<file path="src/rtl/rx_mensagem_sonar_7e1_pkg.sv">
// Shared definitions for the sonar message receiver: ASCII codes,
// parser/UART state encodings and small character-classification helpers.
package rx_mensagem_sonar_7e1_pkg;

   localparam logic [6:0] ASCII_VIRGULA   = 7'h2C;
   localparam logic [6:0] ASCII_CERQUILHA = 7'h23;
   localparam logic [6:0] ASCII_ZERO      = 7'h30;
   localparam logic [6:0] ASCII_NOVE      = 7'h39;

   // Parser state codes, also visible on db_estado
   typedef enum logic [3:0] {
      ESPERA_ANG0 = 4'd0,
      ANG1        = 4'd1,
      ANG2        = 4'd2,
      VIRGULA     = 4'd3,
      DIST0       = 4'd4,
      DIST1       = 4'd5,
      DIST2       = 4'd6,
      CERQUILHA   = 4'd7,
      SINCRONIZA  = 4'd8
   } parser_state_t;

   typedef enum logic [1:0] {
      RX_IDLE  = 2'd0,
      RX_START = 2'd1,
      RX_BITS  = 2'd2
   } rx_state_t;

   function automatic logic is_digit(input logic [6:0] c);
      return (c >= ASCII_ZERO) && (c <= ASCII_NOVE);
   endfunction

   // True when c is the character the message format expects in state st
   function automatic logic char_expected(input parser_state_t st, input logic [6:0] c);
      case (st)
         VIRGULA:    return c == ASCII_VIRGULA;
         CERQUILHA:  return c == ASCII_CERQUILHA;
         SINCRONIZA: return 1'b0;
         default:    return is_digit(c);
      endcase
   endfunction

   // Field that follows st in a well-formed message
   function automatic parser_state_t next_field(input parser_state_t st);
      case (st)
         ESPERA_ANG0: return ANG1;
         ANG1:        return ANG2;
         ANG2:        return VIRGULA;
         VIRGULA:     return DIST0;
         DIST0:       return DIST1;
         DIST1:       return DIST2;
         DIST2:       return CERQUILHA;
         default:     return ESPERA_ANG0;
      endcase
   endfunction

endpackage

</file>
<file path="src/rtl/rx_mensagem_sonar_7e1_serial.sv">
// Bit-level 7E1 UART receiver: input synchroniser, baud timing, shift
// register, parity/stop check and a one-cycle character strobe.
module rx_mensagem_sonar_7e1_serial
   import rx_mensagem_sonar_7e1_pkg::*;
#(
   parameter int unsigned BAUD_DIV = 434
) (
   input  logic       clock,
   input  logic       reset,
   input  logic       entrada_serial,
   output logic       strobe,
   output logic [6:0] char_rx,
   output logic       bad
);

   localparam int unsigned CNT_W = $clog2(BAUD_DIV + 1);
   localparam logic [CNT_W-1:0] HALF_LAST = CNT_W'(BAUD_DIV / 2 - 1);
   localparam logic [CNT_W-1:0] FULL_LAST = CNT_W'(BAUD_DIV - 1);

   rx_state_t        state, state_n;
   logic [CNT_W-1:0] cnt, cnt_n;
   logic [3:0]       idx, idx_n;
   logic [7:0]       shift, shift_n;
   logic             strobe_n, bad_n;
   logic [6:0]       char_n;
   logic             rx_meta, rx_sync, rx_prev;

   // Double-flop the line and keep one older sample for edge detection
   always_ff @(posedge clock or posedge reset) begin
      if (reset) begin
         rx_meta <= 1'b1;
         rx_sync <= 1'b1;
         rx_prev <= 1'b1;
      end else begin
         rx_meta <= entrada_serial;
         rx_sync <= rx_meta;
         rx_prev <= rx_sync;
      end
   end

   // Receiver state and datapath registers
   always_ff @(posedge clock or posedge reset) begin
      if (reset) begin
         state   <= RX_IDLE;
         cnt     <= '0;
         idx     <= '0;
         shift   <= '0;
         strobe  <= 1'b0;
         char_rx <= '0;
         bad     <= 1'b0;
      end else begin
         state   <= state_n;
         cnt     <= cnt_n;
         idx     <= idx_n;
         shift   <= shift_n;
         strobe  <= strobe_n;
         char_rx <= char_n;
         bad     <= bad_n;
      end
   end

   // Start detect, mid-bit sampling of 7 data + parity + stop
   always_comb begin
      state_n  = state;
      cnt_n    = cnt;
      idx_n    = idx;
      shift_n  = shift;
      strobe_n = 1'b0;
      char_n   = char_rx;
      bad_n    = bad;
      case (state)
         RX_IDLE: begin
            if (rx_prev && !rx_sync) begin
               state_n = RX_START;
               cnt_n   = '0;
            end
         end
         RX_START: begin
            if (cnt == HALF_LAST) begin
               cnt_n = '0;
               idx_n = '0;
               // A line already back high at half bit was a glitch
               state_n = rx_sync ? RX_IDLE : RX_BITS;
            end else begin
               cnt_n = cnt + CNT_W'(1);
            end
         end
         RX_BITS: begin
            if (cnt == FULL_LAST) begin
               cnt_n = '0;
               if (idx == 4'd8) begin
                  state_n  = RX_IDLE;
                  strobe_n = 1'b1;
                  char_n   = shift[6:0];
                  bad_n    = (^shift) | ~rx_sync;
               end else begin
                  shift_n = {rx_sync, shift[7:1]};
                  idx_n   = idx + 4'd1;
               end
            end else begin
               cnt_n = cnt + CNT_W'(1);
            end
         end
         default: state_n = RX_IDLE;
      endcase
   end

endmodule

</file>
<file path="src/rtl/rx_mensagem_sonar_7e1.sv">
// Sonar message receiver: parses "AAA,DDD#" from a 7E1 serial line into
// BCD angle/distance words with pronto/erro pulses.
// Optional macro SONAR_RX_TIMEOUT_EN enables the inter-character gap timeout.
module rx_mensagem_sonar_7e1
   import rx_mensagem_sonar_7e1_pkg::*;
#(
   parameter int unsigned BAUD_DIV = 434
`ifdef SONAR_RX_TIMEOUT_EN
   ,
   parameter int unsigned TIMEOUT  = 5_000_000
`endif
) (
   input  logic        clock,
   input  logic        reset,
   input  logic        entrada_serial,
   output logic [11:0] angulo,
   output logic [11:0] distancia,
   output logic        pronto,
   output logic        erro,
   output logic [3:0]  db_estado
);

   logic          strobe, bad;
   logic [6:0]    ch;
   parser_state_t state, state_n;
   logic [11:0]   sh_ang, sh_ang_n, sh_dist, sh_dist_n;
   logic [11:0]   angulo_n, distancia_n;
   logic          pronto_n, erro_n;
   logic          good_hash_c;

`ifdef SONAR_RX_TIMEOUT_EN
   localparam int unsigned GAP_W = $clog2(TIMEOUT + 1);
   logic [GAP_W-1:0] gap, gap_n;
`endif

   rx_mensagem_sonar_7e1_serial #(.BAUD_DIV(BAUD_DIV)) u_serial (
      .clock          (clock),
      .reset          (reset),
      .entrada_serial (entrada_serial),
      .strobe         (strobe),
      .char_rx        (ch),
      .bad            (bad)
   );

   assign db_estado   = state;
   assign good_hash_c = !bad && (ch == ASCII_CERQUILHA);

   // Parser state, shadow fields and published outputs
   always_ff @(posedge clock or posedge reset) begin
      if (reset) begin
         state     <= ESPERA_ANG0;
         sh_ang    <= '0;
         sh_dist   <= '0;
         angulo    <= '0;
         distancia <= '0;
         pronto    <= 1'b0;
         erro      <= 1'b0;
`ifdef SONAR_RX_TIMEOUT_EN
         gap       <= '0;
`endif
      end else begin
         state     <= state_n;
         sh_ang    <= sh_ang_n;
         sh_dist   <= sh_dist_n;
         angulo    <= angulo_n;
         distancia <= distancia_n;
         pronto    <= pronto_n;
         erro      <= erro_n;
`ifdef SONAR_RX_TIMEOUT_EN
         gap       <= gap_n;
`endif
      end
   end

   // Next-state: accept the expected field, otherwise reject and resync on '#'
   always_comb begin
      state_n     = state;
      sh_ang_n    = sh_ang;
      sh_dist_n   = sh_dist;
      angulo_n    = angulo;
      distancia_n = distancia;
      pronto_n    = 1'b0;
      erro_n      = 1'b0;
      if (strobe) begin
         if (state == SINCRONIZA) begin
            if (good_hash_c) state_n = ESPERA_ANG0;
         end else if (!bad && char_expected(state, ch)) begin
            case (state)
               ESPERA_ANG0, ANG1, ANG2: sh_ang_n  = {sh_ang[7:0], ch[3:0]};
               DIST0, DIST1, DIST2:     sh_dist_n = {sh_dist[7:0], ch[3:0]};
               CERQUILHA: begin
                  angulo_n    = sh_ang;
                  distancia_n = sh_dist;
                  pronto_n    = 1'b1;
               end
               default: ;
            endcase
            state_n = next_field(state);
         end else begin
            erro_n    = 1'b1;
            sh_ang_n  = '0;
            sh_dist_n = '0;
            state_n   = good_hash_c ? ESPERA_ANG0 : SINCRONIZA;
         end
      end
`ifdef SONAR_RX_TIMEOUT_EN
      // Gap timer only runs while a frame is partially received
      gap_n = '0;
      if (!strobe && state != ESPERA_ANG0 && state != SINCRONIZA) begin
         if (gap == GAP_W'(TIMEOUT - 1)) begin
            erro_n    = 1'b1;
            sh_ang_n  = '0;
            sh_dist_n = '0;
            state_n   = ESPERA_ANG0;
         end else begin
            gap_n = gap + GAP_W'(1);
         end
      end
`endif
   end

endmodule

</file>
<file path="config.mk">
export PLATFORM = sky130hd
export DESIGN_NAME = rx_mensagem_sonar_7e1
export DESIGN_NICKNAME = d
export VERILOG_FILES = /design/src/rtl/rx_mensagem_sonar_7e1_pkg.sv /design/src/rtl/rx_mensagem_sonar_7e1_serial.sv /design/src/rtl/rx_mensagem_sonar_7e1.sv
export SDC_FILE = /design/constraint.sdc
export NUM_CORES = 1
export LEC_CHECK = 0
export ABC_AREA = 1
export CAP_MARGIN = 20
export CELL_PAD_IN_SITES_DETAIL_PLACEMENT = 2
export CELL_PAD_IN_SITES_GLOBAL_PLACEMENT = 2
export CORE_ASPECT_RATIO = 0.75
export CORE_MARGIN = 2
export CORE_UTILIZATION = 32
export DETAILED_ROUTE_END_ITERATION = 6
export PLACE_DENSITY_LB_ADDON = 0.1
export SYNTH_ARGS = -nofsm -noshare
export SYNTH_HDL_FRONTEND = slang
export SYNTH_SLANG_ARGS = --single-unit
</file>
<file path="constraint.sdc">
create_clock -name clock -period 2.9 [get_ports clock]
set_clock_uncertainty 0.15 [all_clocks]
set_input_delay 0.29 -clock clock [delete_from_list [all_inputs] [get_ports clock]]
set_output_delay 0.29 -clock clock [all_outputs]
set_load 0.05 [all_outputs]
</file>
==> metrics.md <==
| Metric | Value |
|---|---|
| Outcome | complete, no violations |
| Gr usage total | 0.1731 |
| Sink Count | 89 |
| Drt total wl | ~11 mm |
| Least-Margin Pin Slew | around 680 ps |
| CTS Buffer Depth | 2 |
| Synthesized net count | 497 |
| Most used cell, CP | nand2_1 |
| Net count, final | about 530 |
| First-pass GRT wire length | ~19 mm |
| Postcts setup bufs | 0 |
| Largest net degree at the start of global routing | 46 |
| Post-synthesis register bit count | slightly below 90 |
| Number of synthesized flops with an enable pin | 0 |
| # resized after CTS | 0 |
| Req. time, crit path | 2950 ps |
| Most frequent cells in the layout | nand2_1 (182), dfrtp_1 (86), nand3_1 (62) |
| Max stage delay on crit path | 530 ps |
| Die Ht | 102 microns |
| Crit share post-route | 0.7196 |
| Most common cell after layout, fill and taps aside | nand2_1 |
| Max cap viols | 0 |
| Asr flop ratio synth | 1.000 |
| Post-Syn Area per Cell | between 8 and 9 sq um |
| Pleak | approximately 0.0025 uW |
| TritonCTS Buffers | 9 |
| Via density | 4.796 |
| Post-synth top flop | dfrtp_1 |
| # IOs | 33 |
| DRT antenna net count | 0 |
| Crit path kind | reg2reg |
| Root Buffer | clkbuf_16 |
| Nature of the critical path startpoint | flip-flop |
| Placer Congestion | just under 0.8 |
| Post-route DRC | 0 |
| Crit path capture type | flip-flop |
| Crit path max fanout | 7 |
| Wire per inst | 15.45 microns |
| HPWL Detailed | 7.694 mm |
| Max IR drop VDD | 271.4 uV |
| Fraction of layout cells with a size suffix above 1 | 0.08175 |
| Cell family with most CP delay | simple AND/OR/NAND/NOR gates |
| Fin. max-slew vios | 0 |
| Congestion Overflow GR | 0 |
| CTS Hold Bufs | 0 |
| # setup viols final | 0 |
| CP bufs+invs | 1 |
| Power Dens Cells | about 580 nW/um^2 |
| Placed cell count | 676 |
| Layout Cells excl Fill | 692 |
| Yosys warns | 0 |
| DR pass1 iterations | 4 |
| Die span in x | 134.7 microns |
| Port buffer count | 32 |
| Initial Util | 0.3306 |
| Setup crit start | u_serial.cnt[1] |
| Vias in the first global route | 3664 |
| Syn Inst Count | between 400 and 500 |
| Min Tclk post-route | 2087 ps |
| Ant diodes | 0 |
| CP max-delay cell | a21oi_1 |
| Row count | 35 |
| CTS tree | done |
| Setup TNS | 0 ps |
| Placed Area | 4611 sq um |
| Area grow syn2layout | 20.03% |
| Reg2Reg Launch Point | u_serial.cnt[1] |
| Skew-Pair Late Insertion Delay | roughly 330 ps |
| Drt initial violations | 127 |
| CP cell instances | inv_1 > ha_1 > nand2_1 > nor2_1 > nand2_1 > nand2_1 > nand2_1 > a21oi_1 > nor2_1 |
| Slew headroom | 0.5472 |
| H-tree depth | 3 |
| Worst Path Arrival | about 2100 ps |
| RSZ-0062 raised after global routing | false |
| FMAX | 479.2 MHz |
| Syn Std Cell Area | 4098 sq um |
| Initial antenna violation count | 0 |
| Die ar. | 13740 sq um |
| Hold Crit Class | in2async |
| Core ar. | around 12000 sq um |
| Routed vias | 3319 |
| Final hold violation count | 0 |
| Sequential share of the synthesized area | 0.5444 |
| Final Instance Area | 4918 sq um |
| Post-synth cell types | 29 |
| Clk slew on worst S/H paths | approximately 60 ps |
==> Yosys cell counts, drive strengths merged (3+ instances only) <==
| library cell | instances | share of area |
|---|---|---|
| a21oi | 3 | 0.0037 |
| buf | 11 | 0.017 |
| clkbuf | 3 | 0.0027 |
| dfrtp | 86 | 0.53 |
| dfstp | 3 | 0.019 |
| ha | 9 | 0.027 |
| inv | 42 | 0.039 |
| mux2 | 4 | 0.011 |
| nand2 | 187 | 0.18 |
| nand3 | 63 | 0.078 |
| nand4 | 9 | 0.014 |
| nor2 | 30 | 0.031 |
| o21ai | 19 | 0.023 |
| o21bai | 3 | 0.0082 |
| xnor2 | 4 | 0.0085 |
| xor2 | 3 | 0.0064 |
==> through the flow <==
stage | power, uW | util | hold WS, ps | setup WS (ps)
finish | 2829 | 0.3969 | 153.9 | 813.0
global route | 2985 | 0.3969 | 182.6 | 620.5
floorplan | 1549 | - | 144.5 | 158.1
CTS | 2881 | 0.3969 | 165.8 | 799.3
detailed placement | 1670 | 0.3720 | 199.2 | 809.2
global placement | 1647 | 0.3720 | 196.5 | 892.7
==> registers in the layout, summed over array words and instances (netlist names) <==
name / count
u_serial.idx: 4
pronto: 1
sh_dist: 12
u_serial.state: 2
u_serial.cnt: 9
u_serial.rx_sync: 1
u_serial.rx_prev: 1
u_serial.rx_meta: 1
distancia: 12
angulo: 12
u_serial.bad: 1
db_estado: 4
u_serial.shift: 8
u_serial.char_rx: 7
u_serial.strobe: 1
sh_ang: 12
erro: 1
==> logic make-up after synthesis <==
kind of cell | count (synthesis) | synth area share
muxes | 4 | 0.01099
DFF | 89 | 0.5444
AOI/OAI and AO/OA | 26 | 0.03664
and+or+nand+nor | 293 | 0.3056
adders and majority gates | 9 | 0.02748
buffers and inverters | 57 | 0.05985
xor gates and xnor gates | 7 | 0.01496
==> power breakdown <==
part	switching [uW]	internal (uW)	total [uW]
registers	28.7	1270	1300
clock network	468	715	1180
logic	258	87.1	345
==> cell type report <==
class,count,area (sq um)
fillers,1398,7475
flip-flops and latches,89,2231
multi-input cells,339,1622
repair buffers,39,385.4
clock buffers,12,256.5
well taps,166,207.7
inverters,43,165.2
clock inverters,4,51.30
==> worst register-to-register path, cell delays in order (launching register included) <==
cell and delay, ps:
dfrtp_1 400, inv_1 110, ha_1 150, nand2_1 50, nor2_1 160, nand2_1 100, nand2_1 70, nand2_1 120
a21oi_1 530, nor2_1 110
==> per-layer routing <==
| metal | GRT usage | part of all wire | up-vias | wire, microns |
|---|---|---|---|---|
| met5 | 0 | 0 | - | 0 |
| met4 | 0.04130 | 0.012 | 0 | 127 |
| met3 | 0.03472 | 0.020 | 11 | 211 |
| met2 | 0.2847 | 0.46 | 32 | 4938 |
| met1 | 0.2376 | 0.51 | 1672 | 5413 |
| li1 | - | - | 1604 | - |
==> final timing paths <==
check / slack [ps] / cells after the start / endpoint
min in group clock: 210 / 0 / u_serial.rx_sync
worst min-delay path: 150 / 2 / distancia[4]
worst min register to register: 210 / 0 / u_serial.rx_sync
worst max register to register: 810 / 9 / u_serial.cnt[7]
max in group asynchronous: 1770 / 3 / u_serial.rx_prev
worst max-delay path: 810 / 9 / u_serial.cnt[7]
Power figures use the tool's default switching activity.
